==> src/rtl/mmc3_bus_ctrl_pkg.sv <==
// Shared MMC3 definitions: CPU register indices, save-state offsets and reset values.
package mmc3_pkg;

    localparam logic [3:0] REG_BSEL       = 4'h8;
    localparam logic [3:0] REG_BDATA      = 4'h9;
    localparam logic [3:0] REG_MIRROR     = 4'hA;
    localparam logic [3:0] REG_WRAM       = 4'hB;
    localparam logic [3:0] REG_IRQ_LATCH  = 4'hC;
    localparam logic [3:0] REG_IRQ_RELOAD = 4'hD;
    localparam logic [3:0] REG_IRQ_DIS    = 4'hE;
    localparam logic [3:0] REG_IRQ_EN     = 4'hF;

    localparam logic [3:0] SST_OFF_BSEL   = 4'd8;
    localparam logic [3:0] SST_OFF_MIRROR = 4'd9;
    localparam logic [3:0] SST_OFF_WRAM   = 4'd10;
    localparam int         SST_SPAN       = 11;

    localparam logic [63:0] BANK_R_RST = 64'h0706050403020100;

    typedef enum logic {
        ST_RUN = 1'b0,
        ST_SST = 1'b1
    } bus_state_t;

endpackage

==> src/rtl/mmc3_bus_ctrl_if.sv <==
// CPU bus into the mapper plus the decoded register-write strobe out of it.
interface mmc3_bus_ctrl_if;
    logic        cpu_m2;
    logic        cpu_rw;
    logic [15:0] cpu_addr;
    logic [7:0]  cpu_data;
    logic        decode_en;
    logic [3:0]  reg_addr;
    logic [7:0]  reg_data;

    modport master (output cpu_m2, cpu_rw, cpu_addr, cpu_data,
                    input  decode_en, reg_addr, reg_data);
    modport slave  (input  cpu_m2, cpu_rw, cpu_addr, cpu_data,
                    output decode_en, reg_addr, reg_data);
endinterface

==> src/rtl/mmc3_bus_ctrl_m2_qual.sv <==
// M2 synchroniser and high-phase qualifier; flags a falling edge that ended a long-enough high phase.
module m2_qual #(
    parameter int M2_MIN_HI = 2
) (
    input  logic clk,
    input  logic clr,
    input  logic m2_raw,
    output logic m2_hi,
    output logic fall_ok
);
    localparam int CNT_W = $clog2(M2_MIN_HI + 2);

    logic [2:0]       m2_st;
    logic [CNT_W-1:0] hi_cnt_reg;
    logic             armed_reg;

    always_ff @(posedge clk) begin
        m2_st <= {m2_st[1:0], m2_raw};
    end

    // armed_reg only sets on a low sample, so a high phase already in progress when clr drops never qualifies
    always_ff @(posedge clk) begin
        if (clr) begin
            hi_cnt_reg <= '0;
            armed_reg  <= 1'b0;
        end else if (m2_st[1]) begin
            if (hi_cnt_reg != '1)
                hi_cnt_reg <= hi_cnt_reg + 1'b1;
        end else begin
            hi_cnt_reg <= '0;
            armed_reg  <= 1'b1;
        end
    end

    assign m2_hi   = m2_st[1];
    assign fall_ok = (m2_st[2:1] == 2'b10) && armed_reg &&
                     (hi_cnt_reg >= CNT_W'(M2_MIN_HI));
endmodule

==> src/rtl/mmc3_bus_ctrl.sv <==
// MMC3 CPU register front end: qualified write strobes, bank/mirror/WRAM registers, save-state access.
module mmc3_bus_ctrl
    import mmc3_pkg::*;
#(
    parameter int M2_MIN_HI = 2,
    parameter int SST_BASE  = 0
) (
    input  logic            clk,
    input  logic            map_rst,
    mmc3_bus_ctrl_if.slave  bus,
    input  logic            sst_act,
    input  logic            sst_we_reg,
    input  logic [7:0]      sst_addr,
    input  logic [7:0]      sst_dato,
    output logic [2:0]      bank_sel,
    output logic            prg_mode,
    output logic            chr_mode,
    output logic [63:0]     bank_r,
    output logic            mirror_h,
    output logic            ram_en,
    output logic            ram_wp,
    output logic            sst_ce,
    output logic [7:0]      sst_do
);
    bus_state_t state_reg, state_next;
    logic       sst_hold;
    logic       m2_hi, fall_ok, wr_fire;
    logic [3:0] cap_a_reg;
    logic       cap_rw_reg;
    logic [7:0] cap_data_reg;
    logic [3:0] wr_idx;
    logic       decode_en_reg;
    logic [3:0] reg_addr_reg;
    logic [7:0] reg_data_reg;
    logic [2:0] bank_sel_reg;
    logic       prg_mode_reg, chr_mode_reg, mirror_h_reg, ram_en_reg, ram_wp_reg;
    logic [8:0] sst_off9;
    logic [3:0] sst_off;
    logic       sst_hit, sst_wr;

    always_ff @(posedge clk) begin
        if (map_rst) state_reg <= ST_RUN;
        else         state_reg <= state_next;
    end

    always_comb begin
        state_next = state_reg;
        sst_hold   = sst_act;
        case (state_reg)
            ST_RUN: if (sst_act) state_next = ST_SST;
            ST_SST: begin
                sst_hold = 1'b1;
                if (!sst_act) state_next = ST_RUN;
            end
            default: state_next = ST_RUN;
        endcase
    end

    m2_qual #(.M2_MIN_HI(M2_MIN_HI)) u_m2_qual (
        .clk     (clk),
        .clr     (map_rst | sst_hold),
        .m2_raw  (bus.cpu_m2),
        .m2_hi   (m2_hi),
        .fall_ok (fall_ok)
    );

    // Only A15, A14, A13 and A0 matter for MMC3 register decode
    always_ff @(posedge clk) begin
        if (map_rst) begin
            cap_a_reg    <= '0;
            cap_rw_reg   <= 1'b1;
            cap_data_reg <= '0;
        end else if (m2_hi && !sst_hold) begin
            cap_a_reg    <= {bus.cpu_addr[15:13], bus.cpu_addr[0]};
            cap_rw_reg   <= bus.cpu_rw;
            cap_data_reg <= bus.cpu_data;
        end
    end

    assign wr_fire = fall_ok && !cap_rw_reg && cap_a_reg[3] && !sst_hold && !map_rst;
    assign wr_idx  = {1'b1, cap_a_reg[2:0]};

    always_ff @(posedge clk) begin
        if (map_rst) begin
            decode_en_reg <= 1'b0;
            reg_addr_reg  <= '0;
            reg_data_reg  <= '0;
        end else begin
            decode_en_reg <= wr_fire;
            if (wr_fire) begin
                reg_addr_reg <= wr_idx;
                reg_data_reg <= cap_data_reg;
            end
        end
    end

    assign sst_off9 = {1'b0, sst_addr} - 9'(SST_BASE);
    assign sst_hit  = ({1'b0, sst_addr} >= 9'(SST_BASE)) && (sst_off9 < 9'(SST_SPAN));
    assign sst_off  = sst_off9[3:0];
    assign sst_wr   = sst_act && sst_we_reg && sst_hit;

    genvar gi;
    generate
        for (gi = 0; gi < 8; gi++) begin : g_bank
            logic [7:0] r_reg;
            always_ff @(posedge clk) begin
                if (sst_wr && sst_off == 4'(gi))
                    r_reg <= sst_dato;
                else if (map_rst)
                    r_reg <= BANK_R_RST[gi*8 +: 8];
                else if (wr_fire && wr_idx == REG_BDATA && bank_sel_reg == 3'(gi))
                    r_reg <= cap_data_reg;
            end
            assign bank_r[gi*8 +: 8] = r_reg;
        end
    endgenerate

    // Save-state writes win over reset so a restore issued alongside map_rst is not lost
    always_ff @(posedge clk) begin
        if (sst_wr && sst_off == SST_OFF_BSEL) begin
            chr_mode_reg <= sst_dato[7];
            prg_mode_reg <= sst_dato[6];
            bank_sel_reg <= sst_dato[2:0];
        end else if (map_rst) begin
            chr_mode_reg <= 1'b0;
            prg_mode_reg <= 1'b0;
            bank_sel_reg <= '0;
        end else if (wr_fire && wr_idx == REG_BSEL) begin
            chr_mode_reg <= cap_data_reg[7];
            prg_mode_reg <= cap_data_reg[6];
            bank_sel_reg <= cap_data_reg[2:0];
        end

        if (sst_wr && sst_off == SST_OFF_MIRROR)
            mirror_h_reg <= sst_dato[0];
        else if (map_rst)
            mirror_h_reg <= 1'b0;
        else if (wr_fire && wr_idx == REG_MIRROR)
            mirror_h_reg <= cap_data_reg[0];

        if (sst_wr && sst_off == SST_OFF_WRAM) begin
            ram_en_reg <= sst_dato[7];
            ram_wp_reg <= sst_dato[6];
        end else if (map_rst) begin
            ram_en_reg <= 1'b0;
            ram_wp_reg <= 1'b0;
        end else if (wr_fire && wr_idx == REG_WRAM) begin
            ram_en_reg <= cap_data_reg[7];
            ram_wp_reg <= cap_data_reg[6];
        end
    end

    always_comb begin
        sst_do = 8'hFF;
        if (sst_hit) begin
            if (sst_off < 4'd8)
                sst_do = bank_r[{sst_off[2:0], 3'b000} +: 8];
            else if (sst_off == SST_OFF_BSEL)
                sst_do = {chr_mode_reg, prg_mode_reg, 3'b000, bank_sel_reg};
            else if (sst_off == SST_OFF_MIRROR)
                sst_do = {7'b0, mirror_h_reg};
            else if (sst_off == SST_OFF_WRAM)
                sst_do = {ram_en_reg, ram_wp_reg, 6'b0};
        end
    end

    assign sst_ce        = sst_hit;
    assign bus.decode_en = decode_en_reg;
    assign bus.reg_addr  = reg_addr_reg;
    assign bus.reg_data  = reg_data_reg;
    assign bank_sel      = bank_sel_reg;
    assign prg_mode      = prg_mode_reg;
    assign chr_mode      = chr_mode_reg;
    assign mirror_h      = mirror_h_reg;
    assign ram_en        = ram_en_reg;
    assign ram_wp        = ram_wp_reg;
endmodule

==> src/flat_wrapper.sv <==
// flat-port wrapper written by rule: the top's interface ports become plain ports
module mmc3_bus_ctrl_flat import mmc3_pkg::*;
#(
    parameter int M2_MIN_HI = 2,
    parameter int SST_BASE  = 0
)
  (clk, map_rst, sst_act, sst_we_reg, sst_addr, sst_dato, bank_sel, prg_mode, chr_mode, bank_r, mirror_h, ram_en, ram_wp, sst_ce, sst_do, bus_cpu_m2, bus_cpu_rw, bus_cpu_addr, bus_cpu_data, bus_decode_en, bus_reg_addr, bus_reg_data);
  mmc3_bus_ctrl_if bus_i ();
  input  logic clk;
  input  logic map_rst;
  input  logic sst_act;
  input  logic sst_we_reg;
  input  logic [7:0] sst_addr;
  input  logic [7:0] sst_dato;
  output logic [2:0] bank_sel;
  output logic prg_mode;
  output logic chr_mode;
  output logic [63:0] bank_r;
  output logic mirror_h;
  output logic ram_en;
  output logic ram_wp;
  output logic sst_ce;
  output logic [7:0] sst_do;
  input wire logic [$bits(bus_i.cpu_m2)-1:0] bus_cpu_m2;
  input wire logic [$bits(bus_i.cpu_rw)-1:0] bus_cpu_rw;
  input wire logic [$bits(bus_i.cpu_addr)-1:0] bus_cpu_addr;
  input wire logic [$bits(bus_i.cpu_data)-1:0] bus_cpu_data;
  output wire logic [$bits(bus_i.decode_en)-1:0] bus_decode_en;
  output wire logic [$bits(bus_i.reg_addr)-1:0] bus_reg_addr;
  output wire logic [$bits(bus_i.reg_data)-1:0] bus_reg_data;
  assign bus_i.cpu_m2 = bus_cpu_m2;
  assign bus_i.cpu_rw = bus_cpu_rw;
  assign bus_i.cpu_addr = bus_cpu_addr;
  assign bus_i.cpu_data = bus_cpu_data;
  assign bus_decode_en = bus_i.decode_en;
  assign bus_reg_addr = bus_i.reg_addr;
  assign bus_reg_data = bus_i.reg_data;
  mmc3_bus_ctrl #(.M2_MIN_HI(M2_MIN_HI), .SST_BASE(SST_BASE)) u_core (.clk(clk), .map_rst(map_rst), .bus(bus_i), .sst_act(sst_act), .sst_we_reg(sst_we_reg), .sst_addr(sst_addr), .sst_dato(sst_dato), .bank_sel(bank_sel), .prg_mode(prg_mode), .chr_mode(chr_mode), .bank_r(bank_r), .mirror_h(mirror_h), .ram_en(ram_en), .ram_wp(ram_wp), .sst_ce(sst_ce), .sst_do(sst_do));
endmodule
==> config.mk <==
export PLATFORM = sky130hd
export DESIGN_NAME = mmc3_bus_ctrl_flat
export DESIGN_NICKNAME = d
export VERILOG_FILES = /design/src/rtl/mmc3_bus_ctrl_pkg.sv /design/src/rtl/mmc3_bus_ctrl_if.sv /design/src/rtl/mmc3_bus_ctrl_m2_qual.sv /design/src/rtl/mmc3_bus_ctrl.sv /design/src/flat_wrapper.sv
export SDC_FILE = /design/constraint.sdc
export NUM_CORES = 1
export LEC_CHECK = 0
export ABC_AREA = 1
export CAP_MARGIN = 20
export CORE_MARGIN = 2
export CORE_UTILIZATION = 51
export CTS_BUF_LIST = sky130_fd_sc_hd__clkbuf_8
export CTS_CLUSTER_SIZE = 8
export DETAILED_ROUTE_END_ITERATION = 6
export PLACE_DENSITY = 0.87
export SLEW_MARGIN = 0
export SYNTH_ARGS = -nofsm -noshare
export SYNTH_HDL_FRONTEND = slang
export SYNTH_SLANG_ARGS = --single-unit
==> constraint.sdc <==
create_clock -name clk -period 2 [get_ports clk]
set_input_delay 0.4 -clock clk [delete_from_list [all_inputs] [get_ports clk]]
set_output_delay 0.4 -clock clk [all_outputs]
set_load 0.005 [all_outputs]
# Word-level counts from Yosys, hierarchy flattened
# Cells that the tools add are included.
[classes] n_shift=1 n_eq_ne=22 n_reduce_logical=50 n_lt_le_gt_ge=3 addsub=1 n_mux=49 bitwise=2
[op_table] operator="8-bit two-way mux" count=29
[op_table] operator="64-bit by 7-bit variable part select with 8-bit output" count=1
[op_table] operator="3-bit nonzero test" count=11
[op_table] operator="1-bit logical AND" count=32
[op_table] operator="1-bit two-way mux" count=17
[op_table] operator="4-bit by 3-bit equality test with 1-bit output (second input constant)" count=4
[op_table] operator="3-bit by 2-bit equality test with 1-bit output (second input constant)" count=4
[op_table] operator="3-bit equality test (second input constant)" count=4
[op_table] operator="4-bit equality test (second input constant)" count=3
[op_table] operator="3-bit two-way mux" count=3
[op_table] operator="4-bit by 2-bit equality test with 1-bit output (second input constant)" count=2
[op_table] operator="8-bit by 4-bit less-than comparator with 1-bit output (second input constant)" count=1
[op_table] operator="3-bit by 1-bit equality test with 1-bit output (second input constant)" count=2
[op_table] operator="3-bit zero test" count=2
[op_table] operator="4-bit by 1-bit equality test with 1-bit output (second input constant)" count=1
[op_table] operator="4-bit zero test" count=1
[op_table] operator="4-bit less-than comparator (second input constant)" count=1
[op_table] operator="1-bit zero test" count=3
[op_table] operator="2-bit by 1-bit adder with 2-bit output (second input constant)" count=1
[op_table] operator="2-bit equality test (second input constant)" count=1
[op_table] operator="2-bit >= comparator (second input constant)" count=1
[op_table] operator="2-bit != test (second input constant)" count=1
[op_table] operator="2-bit OR reduction" count=1
[op_table] operator="1-bit NOT" count=1
[op_table] operator="1-bit bitwise OR" count=1
[totals] input_bits=46 elab_cells=152 reg_bits=105

# Logic depth before layout (Yosys ltp)
# Gate-level depths: netlist of run 1.
[logic_depth] ltp_word=12 ltp_mapped=10 mapped_depth_nobuf=8

# Cells and area by module
# From an unflattened synthesis of run 1, not the netlist that was laid out.
[hier_totals] cells_unflattened=689 hier_area_um2=5422.7
[by_module_without_submodules] module="mmc3_bus_ctrl" cells_per_inst=663 seq_area_each_um2=2702.6 instances=1 area_per_inst_um2=5200.0
[by_module_without_submodules] module="m2_qual" cells_per_inst=26 seq_area_each_um2=120.1 instances=1 area_per_inst_um2=222.7

# Least setup slack after synthesis of run 1
# No wires, ideal clock.
[synth_path] path_kind="input-to-reg" from="input port sst_addr[1]" to="register u_core.g_bank[1].r_reg[0] (enable)" n_path_buf=2 path_stages=9 t_required_ns=1.671 t_arrival_ns=1.386 path_slack_ns=0.286 setup_time_ns=0.329 cell_sequence="buf_6 > nand2_4 > nand2_4 > nand2_4 > nand3b_4 > buf_6 > nor2_4 > nor2_1 > nand2_1"
[synth_between] elab_chain_len=4 elab_cells_between_ends=5 cone_classes="order compare (1); eq/ne (1); reduce/logical (3)"
[synth_rtl] item="start, declared" line_no="flat_wrapper.sv:13" source="input logic [7:0] sst_addr;"
[synth_rtl] item="8-bit by 4-bit less-than comparator with 1-bit output" line_no="mmc3_bus_ctrl.sv:98" source="assign sst_hit = ({1'b0, sst_addr} >= 9'(SST_BASE)) && (sst_off9 < 9'(SST_SPAN));"
[synth_rtl] item="1-bit logical AND" line_no="mmc3_bus_ctrl.sv:100" source="assign sst_wr = sst_act && sst_we_reg && sst_hit;"
[synth_rtl] item="1-bit logical AND (*)" line_no="mmc3_bus_ctrl.sv:107" source="if (sst_wr && sst_off == 4'(gi))"
[synth_rtl] item="3-bit nonzero test (no source line) (*)"
[synth_rtl] item="end signal, assigned" line_no="mmc3_bus_ctrl.sv:108" source="r_reg <= sst_dato;"
[synth_rtl] item="end signal, assigned" line_no="mmc3_bus_ctrl.sv:110" source="r_reg <= BANK_R_RST[gi*8 +: 8];"
[synth_rtl] item="end signal, assigned" line_no="mmc3_bus_ctrl.sv:112" source="r_reg <= cap_data_reg;"
[synth_rtl] item="end, declared" line_no="mmc3_bus_ctrl.sv:105" source="logic [7:0] r_reg;"
# Every way passes the cells marked *; elsewhere a longest branch is shown, timed or not.
# A chain may end at the register's enable or synchronous reset.

# Worst setup path in the final report of run 1
[layout_path] from="input port sst_addr[3]" to="output port sst_do[2]"
[layout_between] elab_chain_len=6 elab_cells_between_ends=10 cone_classes="order compare (2); eq/ne (3); mux (5)"
[layout_rtl] item="4-bit equality test" line_no="mmc3_bus_ctrl.sv:162" source="else if (sst_off == SST_OFF_WRAM)"
[layout_rtl] item="8-bit two-way mux" line_no="mmc3_bus_ctrl.sv:162"
[layout_rtl] item="8-bit two-way mux" line_no="mmc3_bus_ctrl.sv:160" source="else if (sst_off == SST_OFF_MIRROR)"
[layout_rtl] item="8-bit two-way mux" line_no="mmc3_bus_ctrl.sv:158" source="else if (sst_off == SST_OFF_BSEL)"
[layout_rtl] item="8-bit two-way mux" line_no="mmc3_bus_ctrl.sv:156" source="if (sst_off < 4'd8)"
[layout_rtl] item="8-bit two-way mux (*)" line_no="mmc3_bus_ctrl.sv:155" source="if (sst_hit) begin"
[layout_rtl] item="end, declared" line_no="flat_wrapper.sv:23" source="output logic [7:0] sst_do;"
# Marked as above.

==> impl_metrics.json, run 1 <==
{
  "drtIter0Drc": 1127,
  "numCtsBuffers": 9,
  "min_path_cells": 0,
  "clockRootBuffer": "clkbuf_8",
  "final_cell_area_sq_um": 8250,
  "setup_viol": 3,
  "worst-path-buf-inv": 4,
  "die_area_sq_um": 11700,
  "cts_tree": "done",
  "first_pass_iters": 7,
  "grt_pass1_wl_microns": 34400,
  "final_common_cell": "nand2_1",
  "min-delay-path-class": "reg -> reg",
  "synth-seq-cells": 105,
  "end_kind": "primary output",
  "maxCapViolCount": 0,
  "path_depth": 10,
  "largest_reg_flops": 64,
  "status": "complete, but fails checks",
  "ys_async_sr_fraction": 0,
  "rr_worst_depth": 9,
  "die_w_microns": 108,
  "overflow": 0,
  "cts.clk_slew.worst_paths_ns": 0.10,
  "cp_max_fo": 7,
  "crit_required_ns": 1.60,
  "worstMarginPinSlew_ns": 1.16,
  "path_cells": "dlygate4sd2_1 > buf_6 > nor2_1 > nand2_1 > inv_1 > nand2_1 > nand2_2 > nor2_4 > nand3_2 > buf_2",
  "drt-wirelength-per-cell_microns": 21.7,
  "start_util": 0.517,
  "die_height_microns": 108,
  "htreeDepth": 3,
  "io_pins": 140,
  "crit_slowest_cell": "dlygate4sd2_1",
  "dominantRegCellSynth": "edfxtp_1",
  "vias_per_cell": 6.09,
  "synth_warnings": 0,
  "max_freq_mhz": 464,
  "start_kind": "input pin",
  "post-place-cells": 1029,
  "fin_ws_ns": -0.154,
  "power_density_nw_per_um2": 610,
  "layout_common_cells": "342 x nand2_1, 110 x clkdlybuf4s50_1, 72 x edfxtp_1",
  "grtUsageTotal": 0.400,
  "port_buffers": 127,
  "ant_nets": 0,
  "drv_slew": 0,
  "routed_wl_microns": 23300,
  "clockBufferDepth": 2,
  "final.min_clock_period_ns": 2.15,
  "core_region_area_sq_um": 10700,
  "hold_viol": 0,
  "clock_sinks": 105,
  "postCtsHoldBufs": 0,
  "synth-edff-count": 72,
  "grt_start_max_net_pins": 22,
  "holdWs_ns": 0.337,
  "drcViolationCount": 193,
  "rsz0062_at_grt": "true",
  "place_area_sq_um": 7520,
  "final_cells": 1076,
  "syn_nets": 771,
  "grt_pass1_vias": 6293,
  "yosysUniqueCellTypes": 28,
  "path_class": "in -> out",
  "slew_headroom": 0.226,
  "max_stage_delay_ns": 0.25,
  "avgSynthCellArea_sq_um": 7.68,
  "nNetsFinal": 978,
  "p_leak_nw": 3.82,
  "peakVddDrop_mv": 0.327,
  "min_period_over_period": 1.08,
  "num_vias": 6551,
  "worstPathArrival_ns": 1.75,
  "syn-cell-area_sq_um": 5550,
  "crit_path_frequent_cell": "nand2_1",
  "syn_inst": 723,
  "crit_family": "simple AND/OR/NAND/NOR gates",
  "place_congestion": 0.925,
  "ys_seq_area_frac": 0.508,
  "area_delta_synth_final_pct": 48.5,
  "antenna_found_initial": 1,
  "dp.final_hpwl_microns": 13200,
  "row_count": 38,
  "violations": "DRC, setup timing",
  "worstSkewPairLatency_ns": 0.41,
  "clock_skew_ns": 0.0285,
  "drive_above_1_share": 0.212
}
[layer usage]
layer / part of all wire / global-route usage / vias up / wire [microns]
li1: - / - / 2692 / -
met1: 0.30 / 0.436 / 2907 / 7090
met2: 0.45 / 0.637 / 692 / 10500
met3: 0.14 / 0.142 / 260 / 3320
met4: 0.10 / 0.305 / 0 / 2430
met5: 0 / 0 / - / 0
[power breakdown]
| part | switching [mW] | internal [mW] | total, mW | leakage, nW |
|---|---|---|---|---|
| clock | 0.847 | 0.719 | 1.57 | 0.114 |
| sequential | 0.0972 | 2.44 | 2.54 | 1.00 |
| combinational | 0.482 | 0.442 | 0.924 | 2.70 |
[Yosys cell counts, types with 2 or more instances]
master | number | area share
nand2_1 | 362 | 0.24
edfxtp_1 | 72 | 0.39
nor2_1 | 63 | 0.043
inv_1 | 44 | 0.030
dfxtp_1 | 33 | 0.12
nand3_1 | 23 | 0.021
nand4_1 | 19 | 0.021
o21ai_0 | 18 | 0.016
a21oi_1 | 16 | 0.014
clkbuf_1 | 13 | 0.0088
nor2_4 | 11 | 0.022
inv_2 | 9 | 0.0061
nand2_4 | 9 | 0.018
buf_2 | 6 | 0.0054
buf_4 | 4 | 0.0054
buf_6 | 4 | 0.0081
nor2_2 | 3 | 0.0034
buf_1 | 2 | 0.0014
ha_1 | 2 | 0.0045
nand2_2 | 2 | 0.0023
[final cells by class]
cell class	count	area [sq um]
Sequential cell	105	2820
Multi-Input combinational cell	534	2500
Fill cell	689	2500
Timing Repair Buffer	226	2300
Inverter	54	210
Tap cell	140	175
Clock buffer	9	124
Clock inverter	7	105
Antenna cell	1	2.50
[through the flow]
step	util	power (mW)	setup slack (ns)	setup TNS, ns
2_1_floorplan	-	2.85	0.286	0
6_report	0.767	5.03	-0.154	-0.255
3_3_place_gp	0.699	3.29	-0.590	-32.09
5_1_grt	0.767	5.15	-0.149	-0.324
4_1_cts	0.763	4.87	-0.00233	-0.00233
3_5_place_dp	0.699	3.32	-0.602	-36.14
[path summary, 6_finish.rpt]
kind | start | to | slack, ns
worst max register to register | u_core.u_m2_qual.hi_cnt_reg[1] | u_core.g_bank[7].r_reg[7] | 0.25
worst min register to register | u_core.u_m2_qual.m2_st[0] | u_core.u_m2_qual.m2_st[1] | 0.34
worst max-delay path | sst_addr[3] | sst_do[2] | -0.15
worst min-delay path | u_core.u_m2_qual.m2_st[0] | u_core.u_m2_qual.m2_st[1] | 0.34
[cell families (layout without fill, tap and decap cells)]
| group | Yosys count | in the layout | share of synthesized area |
|---|---|---|---|
| buf+inv | 84 | 296 | 0.0683 |
| flops | 105 | 105 | 0.508 |
| compound gates | 37 | 37 | 0.0345 |
| other cells | 0 | 1 | 0 |
| simple gates | 494 | 494 | 0.383 |
| xor+xnor | 1 | 1 | 0.00158 |
| fa+ha+maj | 2 | 2 | 0.00451 |
[timing repair]
action                                  4_1_cts  5_1_grt
gates resized for setup                     102       25
pin swaps                                    32       22
setup buffers                                28        4
endpoints found under the setup margin        9       18
cloned                                        3        0
No activity file was read; power rests on OpenSTA's default activity.
==> inputs of run 2 (changes only) <==
GPL_TIMING_DRIVEN = 0   (was unset)
==> impl_metrics.json, run 2 (same netlist as run 1, synthesis figures left out) <==
{
  "seq_power_share": 0.535,
  "nNetsFinal": 936,
  "final_util": 0.705,
  "max_freq_mhz": 489,
  "rr_worst_depth": 8,
  "hold_viol": 0,
  "crit_family": "buffers and inverters",
  "min_period_over_period": 1.02,
  "post-place-cells": 978,
  "drtIter0Drc": 820,
  "ant_nets": 0,
  "start_kind": "input pin",
  "clock_skew_ns": 0.0169,
  "power_mw": 4.72,
  "final_cell_area_sq_um": 7570,
  "drive_above_1_share": 0.156,
  "max_stage_delay_ns": 0.24,
  "drcViolationCount": 64,
  "r2r_setup_slack_ns": 0.07,
  "antenna_found_initial": 0,
  "pre_cts_slack_ns": -0.682,
  "holdWs_ns": 0.335,
  "r2r-end": "u_core.g_bank[0].r_reg[1]",
  "path_cells": "clkdlybuf4s15_1 > inv_2 > nand2_2 > inv_4 > nand2_1 > nand2_1 > nand2_1 > nand2_1 > nand3_1 > clkdlybuf4s15_1",
  "intPower_mw": 3.48,
  "io_pins": 140,
  "power_density_nw_per_um2": 623,
  "die_height_microns": 108,
  "cp_max_fo": 6,
  "peakVddDrop_mv": 0.476,
  "crit_required_ns": 1.60,
  "clockRootBuffer": "clkbuf_8",
  "setup_viol": 2,
  "final_cells": 1033,
  "largest_reg_flops": 64,
  "holdPathEnd": "u_core.u_m2_qual.m2_st[1]",
  "core_region_area_sq_um": 10700,
  "slew_headroom": 0.524,
  "cts.clk_slew.worst_paths_ns": 0.09,
  "drt-wirelength-per-cell_microns": 18.0,
  "htreeDepth": 3,
  "end_kind": "primary output",
  "grt_pass1_wl_microns": 26400,
  "final.min_clock_period_ns": 2.04,
  "maxCapViolCount": 0,
  "status": "complete, but fails checks",
  "fin_ws_ns": -0.0439,
  "worstHoldStart": "u_core.u_m2_qual.m2_st[0]",
  "drv_slew": 0,
  "grt_start_max_net_pins": 18,
  "finalSetupTns_ns": -0.0582,
  "die_w_microns": 108,
  "worst-path-buf-inv": 4,
  "num_antenna_cells": 0,
  "power_switching_mw": 1.24,
  "path_class": "in -> out",
  "numCtsBuffers": 9,
  "routed_wl_microns": 18500,
  "clock_sinks": 105,
  "num_vias": 5753,
  "grtUsageTotal": 0.303,
  "min-delay-path-class": "reg -> reg",
  "pwr-share-clk": 0.307,
  "crit_slowest_cell": "clkdlybuf4s15_1",
  "vias_per_cell": 5.57,
  "cts_tree": "done",
  "worstPathArrival_ns": 1.64,
  "layout_common_cells": "346 x nand2_1, 100 x clkdlybuf4s50_1, 72 x edfxtp_1",
  "min_path_cells": 0,
  "dp.final_hpwl_microns": 12100,
  "worstSkewPairLatency_ns": 0.39,
  "row_count": 38,
  "grt_pass1_vias": 5079,
  "rsz0062_at_grt": "true",
  "final_common_cell": "nand2_1",
  "switching_share": 0.263,
  "crit_path_frequent_cell": "nand2_1",
  "p_leak_nw": 3.50,
  "start_util": 0.517,
  "place_area_sq_um": 6880,
  "area_delta_synth_final_pct": 36.4,
  "worstMarginPinSlew_ns": 0.714,
  "place_congestion": 0.984,
  "clockBufferDepth": 2,
  "violations": "DRC, setup timing",
  "first_pass_iters": 7,
  "die_area_sq_um": 11700,
  "comb_power_share": 0.159,
  "overflow": 0,
  "reg2reg_from": "u_core.u_m2_qual.hi_cnt_reg[1]",
  "port_buffers": 115
}
-- run 2: layout make-up --
type,count,area [sq um]
buffer,30,218
clock buffer,9,124
clock inverter,7,85.1
fill,789,3170
inverter,54,219
multi-input combinational,534,2460
sequential,105,2820
tap,140,175
timing repair buffer,154,1470
-- run 2: how the worst max path moves through the flow --
stage / start / to / slack (ns) / cells past startpoint
2_1_floorplan: sst_addr[1] / u_core.g_bank[1].r_reg[0] / 0.29 / 9
3_3_place_gp: sst_addr[2] / sst_do[1] / -0.66 / 10
3_5_place_dp: sst_addr[2] / sst_do[1] / -0.68 / 10
6_report: sst_addr[2] / sst_do[7] / -0.04 / 10
5_1_grt: sst_addr[2] / sst_do[7] / -0.08 / 10
4_1_cts: sst_addr[5] / sst_do[2] / -0.05 / 8
-- run 2: power by group through the flow --
stage               Sequential, mW  Combinational [mW]  Clock (mW)
finish                        2.52               0.750        1.45
global route                  2.53               0.803        1.51
CTS                           2.52               0.696        1.42
detailed placement            2.57               0.631           0
global placement              2.57               0.615           0
floorplan                     2.55               0.302           0
-- run 2: worst register-to-register path, cell delays in order, from the launching register on --
cell	delay (ns)
dfxtp_1	0.40
ha_1	0.19
inv_1	0.04
nand2_1	0.05
nand3_1	0.14
nor2_4	0.15
clkbuf_4	0.21
nand4_1	0.22
nand2_4	0.23
-- run 2: repair_timing --
action | in CTS | in global routing
buffers inserted | 21 | 16
endpoints found under the setup margin | 66 | 72
pin swaps | 9 | 26
hold buffers | 0 | 0
cloned | 2 | 0
resized for setup | 58 | 36
-- run 2: layer usage --
metal | global-route usage | part of all wire | wire length, microns | vias up
li1 | - | - | - | 2614
met1 | 0.371 | 0.35 | 6500 | 2579
met2 | 0.503 | 0.47 | 8720 | 449
met3 | 0.0681 | 0.12 | 2280 | 111
met4 | 0.158 | 0.056 | 1040 | 0
met5 | 0 | 0 | 0 | -
==> inputs of run 3 (changes only) <==
CELL_PAD_IN_SITES_DETAIL_PLACEMENT = 2   (was unset)
CELL_PAD_IN_SITES_GLOBAL_PLACEMENT = 2   (was unset)
CORE_UTILIZATION = 29   (was 51)
TNS_END_PERCENT = 5   (was unset)
==> impl_metrics.json, run 3 (same netlist as run 1, synthesis figures left out) <==
{
  "status": "finished, final reports clean",
  "worstPathArrival_ns": 1.59,
  "min_path_cells": 0,
  "start_kind": "input pin",
  "area_delta_synth_final_pct": 40.4,
  "maxCapViolCount": 0,
  "p_leak_nw": 3.50,
  "grt_pass1_wl_microns": 37300,
  "drv_slew": 0,
  "port_buffers": 115,
  "num_antenna_cells": 0,
  "pre_cts_slack_ns": -0.750,
  "final_common_cell": "nand2_1",
  "finalSetupTns_ns": 0,
  "drive_above_1_share": 0.178,
  "drtIter0Drc": 376,
  "power_density_nw_per_um2": 613,
  "first_pass_iters": 5,
  "die_area_sq_um": 20300,
  "path_class": "in -> out",
  "peakVddDrop_mv": 0.407,
  "drt-wirelength-per-cell_microns": 23.1,
  "dp.final_hpwl_microns": 16700,
  "grt_pass1_vias": 6186,
  "layout_common_cells": "339 x nand2_1, 101 x clkdlybuf4s50_1, 72 x edfxtp_1",
  "slew_headroom": 0.518,
  "place_congestion": 0.859,
  "post-place-cells": 1072,
  "die_w_microns": 142,
  "start_util": 0.296,
  "cp_max_fo": 7,
  "drcViolationCount": 0,
  "clockRootBuffer": "clkbuf_8",
  "place_area_sq_um": 7000,
  "worstHoldStart": "u_core.u_m2_qual.m2_st[0]",
  "max_freq_mhz": 502,
  "final.min_clock_period_ns": 1.99,
  "hold_viol": 0,
  "power_mw": 4.78,
  "end_kind": "primary output",
  "final_util": 0.416,
  "ant_nets": 0,
  "rr_worst_depth": 9,
  "htreeDepth": 3,
  "r2r_setup_slack_ns": 0.12,
  "core_region_area_sq_um": 18800,
  "grtUsageTotal": 0.248,
  "clock_skew_ns": 0.0183,
  "worstMarginPinSlew_ns": 0.720,
  "die_height_microns": 142,
  "row_count": 50,
  "min_period_over_period": 0.996,
  "routed_wl_microns": 26100,
  "setup_viol": 0,
  "final_cells": 1127,
  "overflow": 0,
  "r2r-end": "u_core.g_bank[2].r_reg[7]",
  "numCtsBuffers": 9,
  "rsz0062_at_grt": "true",
  "vias_per_cell": 5.15,
  "io_pins": 140,
  "cts_tree": "done",
  "largest_reg_flops": 64,
  "fin_ws_ns": 0.00860,
  "clock_sinks": 105,
  "final_cell_area_sq_um": 7800,
  "holdWs_ns": 0.349,
  "nNetsFinal": 936,
  "grt_start_max_net_pins": 18,
  "holdPathEnd": "u_core.u_m2_qual.m2_st[1]",
  "num_vias": 5807,
  "postCtsHoldBufs": 0,
  "clockBufferDepth": 2,
  "reg2reg_from": "u_core.u_m2_qual.hi_cnt_reg[0]",
  "crit_required_ns": 1.60,
  "cts.clk_slew.worst_paths_ns": 0.10,
  "worstSkewPairLatency_ns": 0.42,
  "min-delay-path-class": "reg -> reg",
  "antenna_found_initial": 0
}
[run 3: changes by cell type in the layout (fill, tap and decap cells not counted), moves of 3 or more]
cell,before,now
nand2_1,346,339
buf_6,13,8
dlymetal6s2s_1,5,0
nand3_1,22,17
nand3_2,1,6
clkdlybuf4s15_1,4,0
dlygate4sd2_1,1,5
buf_12,2,5
clkbuf_2,4,7
nand2_2,14,17
[run 3: area by class of cell]
type / instances / area, sq um
buffer: 30 / 243
multi-input combinational: 534 / 2560
sequential: 105 / 2820
clock inverter: 6 / 56.3
timing repair buffer: 154 / 1470
fill: 2153 / 11000
inverter: 54 / 214
clock buffer: 10 / 138
tap: 234 / 293
[run 3: routing by layer]
| metal | global-route usage | up-vias | part of all wire |
|---|---|---|---|
| met3 | 0.0505 | 61 | 0.048 |
| met4 | 0.0959 | 0 | 0.036 |
| met5 | 0 | - | 0 |
| met1 | 0.293 | 2913 | 0.40 |
| li1 | - | 2614 | - |
| met2 | 0.443 | 219 | 0.51 |
[run 3: timing repair]
| item | 4_1_cts | 5_1_grt |
|---|---|---|
| endpoints found under the setup margin | 73 | 72 |
| buffers inserted | 28 | 9 |
| gates resized for setup | 80 | 46 |
| gates cloned | 1 | 1 |
| pin swaps | 16 | 24 |
[run 3: report_power, final]
| group | leakage, nW | total (mW) | switching, mW | internal [mW] |
|---|---|---|---|---|
| combinational | 2.39 | 0.836 | 0.479 | 0.358 |
| clock | 0.107 | 1.41 | 0.854 | 0.560 |
| sequential | 1.00 | 2.53 | 0.0859 | 2.44 |
[run 3: worst max-delay path by stage]
stage | startpoint | to | slack, ns | cells after the start
floorplan | sst_addr[1] | u_core.g_bank[1].r_reg[0] | 0.29 | 9
global placement | sst_addr[2] | sst_do[1] | -0.70 | 10
detailed placement | sst_addr[2] | sst_do[1] | -0.75 | 10
CTS | sst_addr[2] | sst_do[1] | -0.09 | 9
global route | u_core.g_bank[5].r_reg[7] | sst_do[7] | -0.06 | 7
finish | sst_addr[1] | sst_do[7] | 0.009 | 9
[run 3: critical path: stages]
cell and delay (ns):
buf_12 0.13, nand2_8 0.07, clkinvlp_4 0.19, buf_12 0.22, nand2_1 0.06, nand4_1 0.15, nand2_1 0.14, nand3_1 0.09
buf_2 0.14
